File: config.mk
export PLATFORM = sky130hd
export DESIGN_NAME = color_detect_track
export DESIGN_NICKNAME = d
export VERILOG_FILES = /design/src/rtl/color_det_pkg.sv /design/src/rtl/color_match_unit.sv /design/src/rtl/color_detect_track.sv
export SDC_FILE = /design/constraint.sdc
export NUM_CORES = 1
export LEC_CHECK = 0
export BUFFER_PORTS_ARGS = -buffer_cell sky130_fd_sc_hd__buf_4
export CORE_UTILIZATION = 40
export CTS_BUF_LIST = sky130_fd_sc_hd__clkbuf_2
export DETAILED_ROUTE_END_ITERATION = 10
export GPL_TIMING_DRIVEN = 0
export SYNTH_ARGS = -nofsm -noshare
export SYNTH_HDL_FRONTEND = slang
export SYNTH_SLANG_ARGS = --single-unit
File: constraint.sdc
create_clock -name clk -period 4.6 [get_ports clk]
set_input_delay 0.23 -clock clk [delete_from_list [all_inputs] [get_ports clk]]
set_output_delay 0.23 -clock clk [all_outputs]
set_load 0.01 [all_outputs]
File: src/rtl/color_det_pkg.sv
// rtl/color_det_pkg.sv - shared types and constants for the colour detector/tracker
package color_det_pkg;

  typedef enum logic [1:0] {
    SEL_R    = 2'd0,
    SEL_G    = 2'd1,
    SEL_B    = 2'd2,
    SEL_NONE = 2'd3
  } comp_sel_e;

  typedef struct packed {
    comp_sel_e  sel;
    logic [7:0] lo;
    logic [7:0] hi;
  } ch_cfg_t;

  typedef enum logic [1:0] {
    IDLE   = 2'd0,
    ACTIVE = 2'd1,
    FLUSH  = 2'd2,
    REPORT = 2'd3
  } state_e;

  localparam int FLUSH_CYC = 2;

endpackage

File: src/rtl/color_match_unit.sv
// rtl/color_match_unit.sv - combinational dominant-colour rule for one channel
module color_match_unit
  import color_det_pkg::*;
(
  input  logic [23:0] rgb,
  input  ch_cfg_t     cfg,
  output logic        match
);

  logic [7:0] d, o1, o2;
  logic       sel_ok;
  logic [8:0] osum;
  logic [9:0] d2;

  always_comb begin
    d      = 8'd0;
    o1     = 8'd0;
    o2     = 8'd0;
    sel_ok = 1'b1;
    case (cfg.sel)
      SEL_R:   begin d = rgb[23:16]; o1 = rgb[15:8];  o2 = rgb[7:0];  end
      SEL_G:   begin d = rgb[15:8];  o1 = rgb[23:16]; o2 = rgb[7:0];  end
      SEL_B:   begin d = rgb[7:0];   o1 = rgb[23:16]; o2 = rgb[15:8]; end
      default: sel_ok = 1'b0;
    endcase
    // widened so neither the sum nor the doubled dominant can wrap
    osum  = {1'b0, o1} + {1'b0, o2};
    d2    = {1'b0, d, 1'b0};
    match = sel_ok && (d > cfg.lo) && (d < cfg.hi) && !osum[8] && (d2 > {1'b0, osum});
  end

endmodule

File: src/rtl/color_detect_track.sv
// rtl/color_detect_track.sv - multi-channel colour detector with per-frame count and bounding box
module color_detect_track
  import color_det_pkg::*;
#(
  parameter int NUM_CH    = 2,
  parameter int X_W       = 10,
  parameter int Y_W       = 9,
  parameter int CNT_W     = 19,
  parameter int MIN_COUNT = 64
) (
  input  logic                    clk,
  input  logic                    reset_n,
  input  logic                    sof,
  input  logic                    eof,
  input  logic                    pix_valid,
  input  logic [23:0]             rgb_in,
  input  logic [X_W-1:0]          x_in,
  input  logic [Y_W-1:0]          y_in,
  input  logic [2*NUM_CH-1:0]     cfg_sel,
  input  logic [8*NUM_CH-1:0]     cfg_lo,
  input  logic [8*NUM_CH-1:0]     cfg_hi,
  output logic                    mask_valid,
  output logic [NUM_CH-1:0]       mask,
  output logic                    res_valid,
  output logic [NUM_CH-1:0]       found,
  output logic [CNT_W*NUM_CH-1:0] count,
  output logic [X_W*NUM_CH-1:0]   bbox_xmin,
  output logic [X_W*NUM_CH-1:0]   bbox_xmax,
  output logic [Y_W*NUM_CH-1:0]   bbox_ymin,
  output logic [Y_W*NUM_CH-1:0]   bbox_ymax
);

  state_e         state, state_nxt;
  logic [1:0]     flush_cnt;
  logic           start, do_report, acc_en;

  ch_cfg_t        shadow   [NUM_CH];
  ch_cfg_t        live_cfg [NUM_CH];
  logic [NUM_CH-1:0] match;

  logic           s1_valid;
  logic [23:0]    s1_rgb;
  logic [X_W-1:0] s1_x, s2_x;
  logic [Y_W-1:0] s1_y, s2_y;

  logic [CNT_W-1:0] acc_cnt  [NUM_CH];
  logic [X_W-1:0]   acc_xmin [NUM_CH];
  logic [X_W-1:0]   acc_xmax [NUM_CH];
  logic [Y_W-1:0]   acc_ymin [NUM_CH];
  logic [Y_W-1:0]   acc_ymax [NUM_CH];

  for (genvar ch = 0; ch < NUM_CH; ch++) begin : g_ch
    assign live_cfg[ch].sel = comp_sel_e'(cfg_sel[2*ch +: 2]);
    assign live_cfg[ch].lo  = cfg_lo[8*ch +: 8];
    assign live_cfg[ch].hi  = cfg_hi[8*ch +: 8];

    color_match_unit u_match (
      .rgb   (s1_rgb),
      .cfg   (shadow[ch]),
      .match (match[ch])
    );
  end

  // sof wins from any state: the running frame is dropped and restarted
  always_comb begin
    state_nxt = state;
    start     = 1'b0;
    if (sof) begin
      state_nxt = ACTIVE;
      start     = 1'b1;
    end else begin
      case (state)
        ACTIVE:  if (eof) state_nxt = FLUSH;
        FLUSH:   if (flush_cnt == 2'(FLUSH_CYC - 1)) state_nxt = REPORT;
        REPORT:  state_nxt = IDLE;
        default: state_nxt = state;
      endcase
    end
    do_report = (state == REPORT) && !sof;
    acc_en    = ((state == ACTIVE) || (state == FLUSH)) && !start;
  end

  always_ff @(posedge clk or negedge reset_n) begin
    if (!reset_n) begin
      state     <= IDLE;
      flush_cnt <= 2'd0;
    end else begin
      state     <= state_nxt;
      flush_cnt <= (state == FLUSH) ? flush_cnt + 2'd1 : 2'd0;
    end
  end

  always_ff @(posedge clk or negedge reset_n) begin
    if (!reset_n) begin
      s1_valid   <= 1'b0;
      s1_rgb     <= '0;
      s1_x       <= '0;
      s1_y       <= '0;
      s2_x       <= '0;
      s2_y       <= '0;
      mask_valid <= 1'b0;
      mask       <= '0;
    end else begin
      s1_valid   <= pix_valid;
      s1_rgb     <= rgb_in;
      s1_x       <= x_in;
      s1_y       <= y_in;
      s2_x       <= s1_x;
      s2_y       <= s1_y;
      mask_valid <= s1_valid;
      mask       <= s1_valid ? match : '0;
    end
  end

  always_ff @(posedge clk or negedge reset_n) begin
    if (!reset_n) begin
      res_valid <= 1'b0;
      found     <= '0;
      count     <= '0;
      bbox_xmin <= '0;
      bbox_xmax <= '0;
      bbox_ymin <= '0;
      bbox_ymax <= '0;
      for (int ch = 0; ch < NUM_CH; ch++) begin
        shadow[ch]   <= '0;
        acc_cnt[ch]  <= '0;
        acc_xmin[ch] <= '0;
        acc_xmax[ch] <= '0;
        acc_ymin[ch] <= '0;
        acc_ymax[ch] <= '0;
      end
    end else begin
      res_valid <= do_report;
      for (int ch = 0; ch < NUM_CH; ch++) begin
        if (start) begin
          shadow[ch]   <= live_cfg[ch];
          acc_cnt[ch]  <= '0;
          acc_xmin[ch] <= '1;
          acc_xmax[ch] <= '0;
          acc_ymin[ch] <= '1;
          acc_ymax[ch] <= '0;
        end else if (acc_en && mask[ch]) begin
          if (acc_cnt[ch] != '1) acc_cnt[ch] <= acc_cnt[ch] + CNT_W'(1);
          if (s2_x < acc_xmin[ch]) acc_xmin[ch] <= s2_x;
          if (s2_x > acc_xmax[ch]) acc_xmax[ch] <= s2_x;
          if (s2_y < acc_ymin[ch]) acc_ymin[ch] <= s2_y;
          if (s2_y > acc_ymax[ch]) acc_ymax[ch] <= s2_y;
        end
        if (do_report) begin
          // an empty channel reports a zero box, not the cleared min/max sentinels
          count[ch*CNT_W +: CNT_W]   <= acc_cnt[ch];
          found[ch]                  <= (acc_cnt[ch] >= CNT_W'(MIN_COUNT));
          bbox_xmin[ch*X_W +: X_W]   <= (acc_cnt[ch] == '0) ? '0 : acc_xmin[ch];
          bbox_xmax[ch*X_W +: X_W]   <= (acc_cnt[ch] == '0) ? '0 : acc_xmax[ch];
          bbox_ymin[ch*Y_W +: Y_W]   <= (acc_cnt[ch] == '0) ? '0 : acc_ymin[ch];
          bbox_ymax[ch*Y_W +: Y_W]   <= (acc_cnt[ch] == '0) ? '0 : acc_ymax[ch];
        end
      end
    end
  end

endmodule

Word-level counts from Yosys, hierarchy flattened
Index checks and enable logic that the tools add are counted.
- equality and inequality tests: 12
- $lt $le $gt $ge: 16
- muxes and demuxes: 53
- $add $sub $neg: 5
- reduce and logical (&&, ||, !) cells: 51
- operators with widths (cell ; count):
    $mux W10 ; 16
    $mux W9 ; 16
    $mux W19 ; 6
    $pmux W8 S2 ; 4
    $pmux W8 S3 ; 2
    $add A19 B1 Y19 const B ; 2
    $ge A19 B7 Y1 const B ; 2
    $logic_not A19 Y1 ; 2
    $ne A19 B19 Y1 const B ; 2
    $gt A9 B9 Y1 ; 4
    $reduce_bool A2 Y1 ; 12
    $gt A10 B10 Y1 ; 2
    $lt A10 B10 Y1 ; 2
    $reduce_and A2 Y1 ; 10
    $add A8 B8 Y9 ; 2
    $lt A9 B9 Y1 ; 2
    $gt A8 B8 Y1 ; 2
    $lt A8 B8 Y1 ; 2
    $logic_and A1 B1 Y1 ; 12
    $mux W2 ; 5
    $eq A2 B1 Y1 const B ; 4
    $eq A2 B2 Y1 const B ; 4
    $reduce_or A2 Y1 ; 4
    $ne A3 B3 Y1 const B ; 2
    9 further kinds ; 16
- word-level logic and storage cells: 170
- register bits: 337
- output and inout port bits: 120

Depth between registers and ports, before layout
- depth in word-level cells: 8
- gate-level depth with buffers: 21
- mapped depth without buffers: 19

Modules after synthesis
From an unflattened synthesis, not the netlist that was laid out.
- cells, all modules: 1644
- area, all modules: 17214.0 sq um
- modules (own cells, without submodules) (module ; instances ; area each (sq um) ; cells each):
    color_detect_track ; 1 ; 14664.1 ; 1286
    color_match_unit ; 2 ; 1275.0 ; 179

Least setup slack after synthesis
OpenSTA, ideal clock, no wires.
- path kind: register to register
- from: reg shadow[17] in the netlist's numbering
- to: reg mask[1]
- stages on the path, launching flop included: 21
- data arrival time: 3687 ps
- setup slack: 789 ps
- required time: 4477 ps
- cell sequence: dfrtp_1 inv_1 ha_1 clkbuf_1 or2_2 clkbuf_1 a22oi_1 nor2_1 ha_1 inv_1 fa_1 nand2b_1 a21oi_1 nor4_1 or2_2 ha_1 a211oi_1 nand2_1 a2111o_1 o2111ai_1 nor4_1
- cells in the longest elaborated chain, start to end: 8
- RTL lines (item ; line ; RTL):
    from (decl) ; color_detect_track.sv:37 ; ch_cfg_t shadow [NUM_CH];
    from (signal, indexed assignment) ; color_detect_track.sv:136 ; shadow[ch] <= live_cfg[ch];
    parallel branches: the longest is 6 deep, another holds $add A8 B8 Y9 ; n/a ;
    $logic_and A1 B1 Y1 (*) ; color_match_unit.sv:29 ; match = sel_ok && (d > cfg.lo) && (d < cfg.hi) && !osum[8] && (d2 > {1'b0, osum});
    $mux W2 (*) ; color_detect_track.sv:111 ; mask <= s1_valid ? match : '0;
    to (signal assigned) ; color_detect_track.sv:111 ;
    to (decl) ; color_detect_track.sv:23 ; output logic [NUM_CH-1:0] mask,
Every way passes the cells marked *.
A chain may end at the register's enable or synchronous reset.

Worst setup path after layout
Ends and elaborated chain as after synthesis.

==> metrics.md <==
| Metric | Value |
|---|---|
| Largest net degree at the start of global routing | 120 |
| Clock sinks | 337 |
| Total grt overflow | 0 |
| Cells after DPL | 2485 |
| EDFF count, synth | 0 |
| PD cells | 315 nW/um^2 |
| Met1 WL | 22.0 mm |
| # DRC | 0 |
| Site Rows | between 70 and 80 |
| Met2 routed WL | roughly 24 mm |
| Buf/Inv on CP | 4 |
| Clock share of power | 30.0% |
| RSZ-0062 raised after global routing | false |
| Mux cell area share after synthesis | about 3.6% |
| Largest cells by area after synthesis | dfrtp_1, ha_1, nand2_1 |
| Vias per inst | 5.24 |
| Worst-Skew Late Latency | 1.04 ns |
| First-pass GRT wire length | between 80 and 90 mm |
| Highest routed layer | met4 |
| Fin. Hold Viols | 0 |
| Yosys reg bits | roughly 340 |
| Top-count cell post-synth | dfrtp_1 |
| Initial Util | 40.8% |
| Routed via count | 14700 |
| CP dominant cell by count | ha_1 |
| Net Sw Frac | 32.6% |
| Final Non-Filler Cells | 2810 |
| MaxCap Viol Count | 0 |
| Relative slew margins | a little under two fifths |
| Setup TNS | 0 ns |
| Internal | 4.71 mW |
| Pleak | 11.0 nW |
| CP arrival | 5.10 ns |
| Min-delay worst type | flop to flop |
| Reg clk slew, reported paths | roughly 0.10 ns |
| Final setup fails | 0 |
| Vias in the first global route | between 15000 and 20000 |
| Yosys top cell area share | approximately half |
| Synth Area in Adders | 11.1% |
| CTS Buf Count | 89 |
| Post-DP HPWL | 34.8 mm |
| Chip height | between 200 and 250 um |
| Synth warnings | 0 |
| Final Max Tran Viols | 0 |
| CP max stage cell | dfrtp_1 |
| TritonCTS clock tree | done |
| Sequential-to-total area share from yosys stat | 48.8% |
| Simple-gate area share of the yosys netlist | 14.2% |
| Sw power | roughly 2.3 mW |
| Power share of the sequential group | a little under half |
| Comb power frac | a little under a quarter |
| Synthesized Nets | a little under 2000 |
| I/O pins | around 200 |
| Fin nets | 2406 |
| Synth-to-layout area growth | 28.1% |
| Peak supply drop | roughly 0.18 mV |
| Worst Tran Pin Value | 0.946 ns |
| All-Layer GR Usage | 23.5% |
| Buffers on Ports | 202 |
| Die area | 44100 um^2 |
| H-tree depth | 3 |
| Final ANT Viol Nets | 0 |
| Utilization after layout | 52.3% |
| Largest family of logic cells by synthesized area | compound AO/OA/AOI/OAI gates |
| Crit path launch type | flop |
| Period utilization | 91.6% |
| Xor/xnor share of the synthesized area | ~1.5% |
| Critical Path Start | shadow[17]$_DFFE_PN0P_ |
| Critical path class | flop to flop |
| Post-synth cell types | 73 |
| Post-layout min period | around 4.2 ns |
| Worst hold start | s1_y[7]$_DFF_PN0_ |
| First-iteration detailed-routing DRC count | about 1000 |
| CP top delay family | compound AO/OA/AOI/OAI gates |
| Synth Area in Compound Gates | 15.9% |
| FF-to-FF Start | shadow[17]$_DFFE_PN0P_ |
| Endpoint type of the worst setup path | flop |
| Area of placed instances | 19600 um^2 |
| Synthesized area | around 17000 um^2 |
| Skew final | 0.0583 ns |
| Synth Flop Type | dfrtp_1 |
| Die Wd | 210 um |
| Leading area contributor after synthesis | dfrtp_1 |
| Worst-path fanout max | 10 |
| Mapped Cells | approximately 1700 |
| Synthesized area per cell | 10.1 um^2 |
| Clock root buffer master | clkbuf_2 |
| Share of layout cells above drive strength 1 | 17.9% |
| Post-route cell area | 22200 um^2 |
| Initial antenna violation count | 2 |
| Detailed Routing Iterations Pass 1 | 8 |
| WL met3 | roughly 3.3 mm |
| Routed wire length per instance | 18.1 um |
| Asr flop ratio synth | 100% |
| Post-synth top cells | dfrtp_1, nand2_1, ha_1 |
| Final wirelength | about 51 mm |
| Max incr delay on CP | 0.42 ns |
| Post-CTS Setup Inserts | 0 |
| Longest Clk Path Bufs | 3 |
| Ordered list of cells on the worst path | inv_1 > ha_1 > clkbuf_1 > clkbuf_2 > a22oi_1 > nor2_1 > ha_1 > inv_1 > fa_1 > nand2b_1 > a21oi_1 > nor4_1 > or2_2 > ha_1 > a211oi_1 > nand2_1 > a2111o_1 > o2111ai_1 > nor4_2 |
| Status | complete, no violations |
| Upper clock frequency limit | 237 MHz |
| Critical Path RT | 5.49 ns |
| Gpl congestion | 0.905 |
| Core Area | 42300 um^2 |
==> kinds of logic after synthesis <==
group,count (synthesis)
simple gates,544
compound gates,364
flops,337
buf+inv,215
fa+ha+maj,152
mux,62
xor+xnor,30
==> layer usage <==
layer / track usage [%] / up-vias
met2: 38.6 / 476
met5: 0 / -
met3: 5.48 / 111
li1: - / 7038
met1: 30.1 / 7086
met4: 9.01 / 0
==> repair_timing <==
item,CTS,global route
setup endpoints to repair,0,2
gates resized for setup,0,5
hold buffers,175,0
endpoints found under the hold margin,432,0
==> final cells by class <==
class                      instances  area, um^2
fill                            3813       20200
sequential                       337        8430
multi-input combinational       1152        8010
timing repair buffer             379        3350
tap                              577         722
clock buffer                     134         671
inverter                         131         492
buffer                            80         352
clock inverter                    14         111
antenna                            6        15.0
==> cell usage in the layout, fill, tap and decap left out, types with 17 or more instances in the layout <==
cell type	Yosys	layout
a211oi_1	20	20
a21oi_1	38	38
a222oi_1	17	17
a22o_1	77	77
a22oi_1	30	30
buf_4	2	203
clkbuf_1	60	55
clkbuf_2	1	136
dfrtp_1	337	337
dlygate4sd3_1	0	174
ha_1	150	150
inv_1	129	129
mux2i_1	57	57
nand2_1	257	257
nand3_1	17	17
nand4_1	23	23
nor2_1	139	139
nor3_1	21	21
o21ai_0	60	60
==> final timing paths <==
check / to / slack (ns) / cells past startpoint
worst min-delay path: s2_y[7]$_DFF_PN0_ / 0.34 / 0
worst max register to register: mask[1]$_DFF_PN0_ / 0.39 / 19
worst max-delay path: mask[1]$_DFF_PN0_ / 0.39 / 19
worst min register to register: s2_y[7]$_DFF_PN0_ / 0.34 / 0
min in group asynchronous: acc_ymin[17]$_DFFE_PN0P_ / 0.42 / 4
max in group asynchronous: s1_rgb[13]$_DFF_PN0_ / 3.61 / 4
==> flip-flops by register name, summed over array words and instances (netlist names), 20 cells and up <==
| name | count |
|---|---|
| bbox_xmax | 20 |
| s1_rgb | 24 |
| acc_xmin | 20 |
| acc_cnt | 38 |
| acc_xmax | 20 |
| shadow | 36 |
| count | 38 |
| bbox_xmin | 20 |
==> stage by stage <==
stage / worst slack [ns] / total power [mW] / hold slack [ns]
3_3_place_gp: 0.157 / 4.75 / 0.336
6_report: 0.387 / 6.99 / 0.344
5_1_grt: 0.0804 / 7.42 / 0.241
4_1_cts: 0.0968 / 7.04 / 0.186
3_5_place_dp: 0.161 / 4.80 / 0.327
2_1_floorplan: 0.789 / 4.21 / -0.0656
==> power groups by stage <==
stage / combinational, mW / sequential (mW) / clock [mW]
5_1_grt: 1.80 / 3.30 / 2.32
4_1_cts: 1.60 / 3.28 / 2.16
3_5_place_dp: 1.47 / 3.34 / 0
6_report: 1.61 / 3.28 / 2.09
3_3_place_gp: 1.42 / 3.33 / 0
2_1_floorplan: 0.904 / 3.31 / 0
Power figures use the tool's default switching activity.
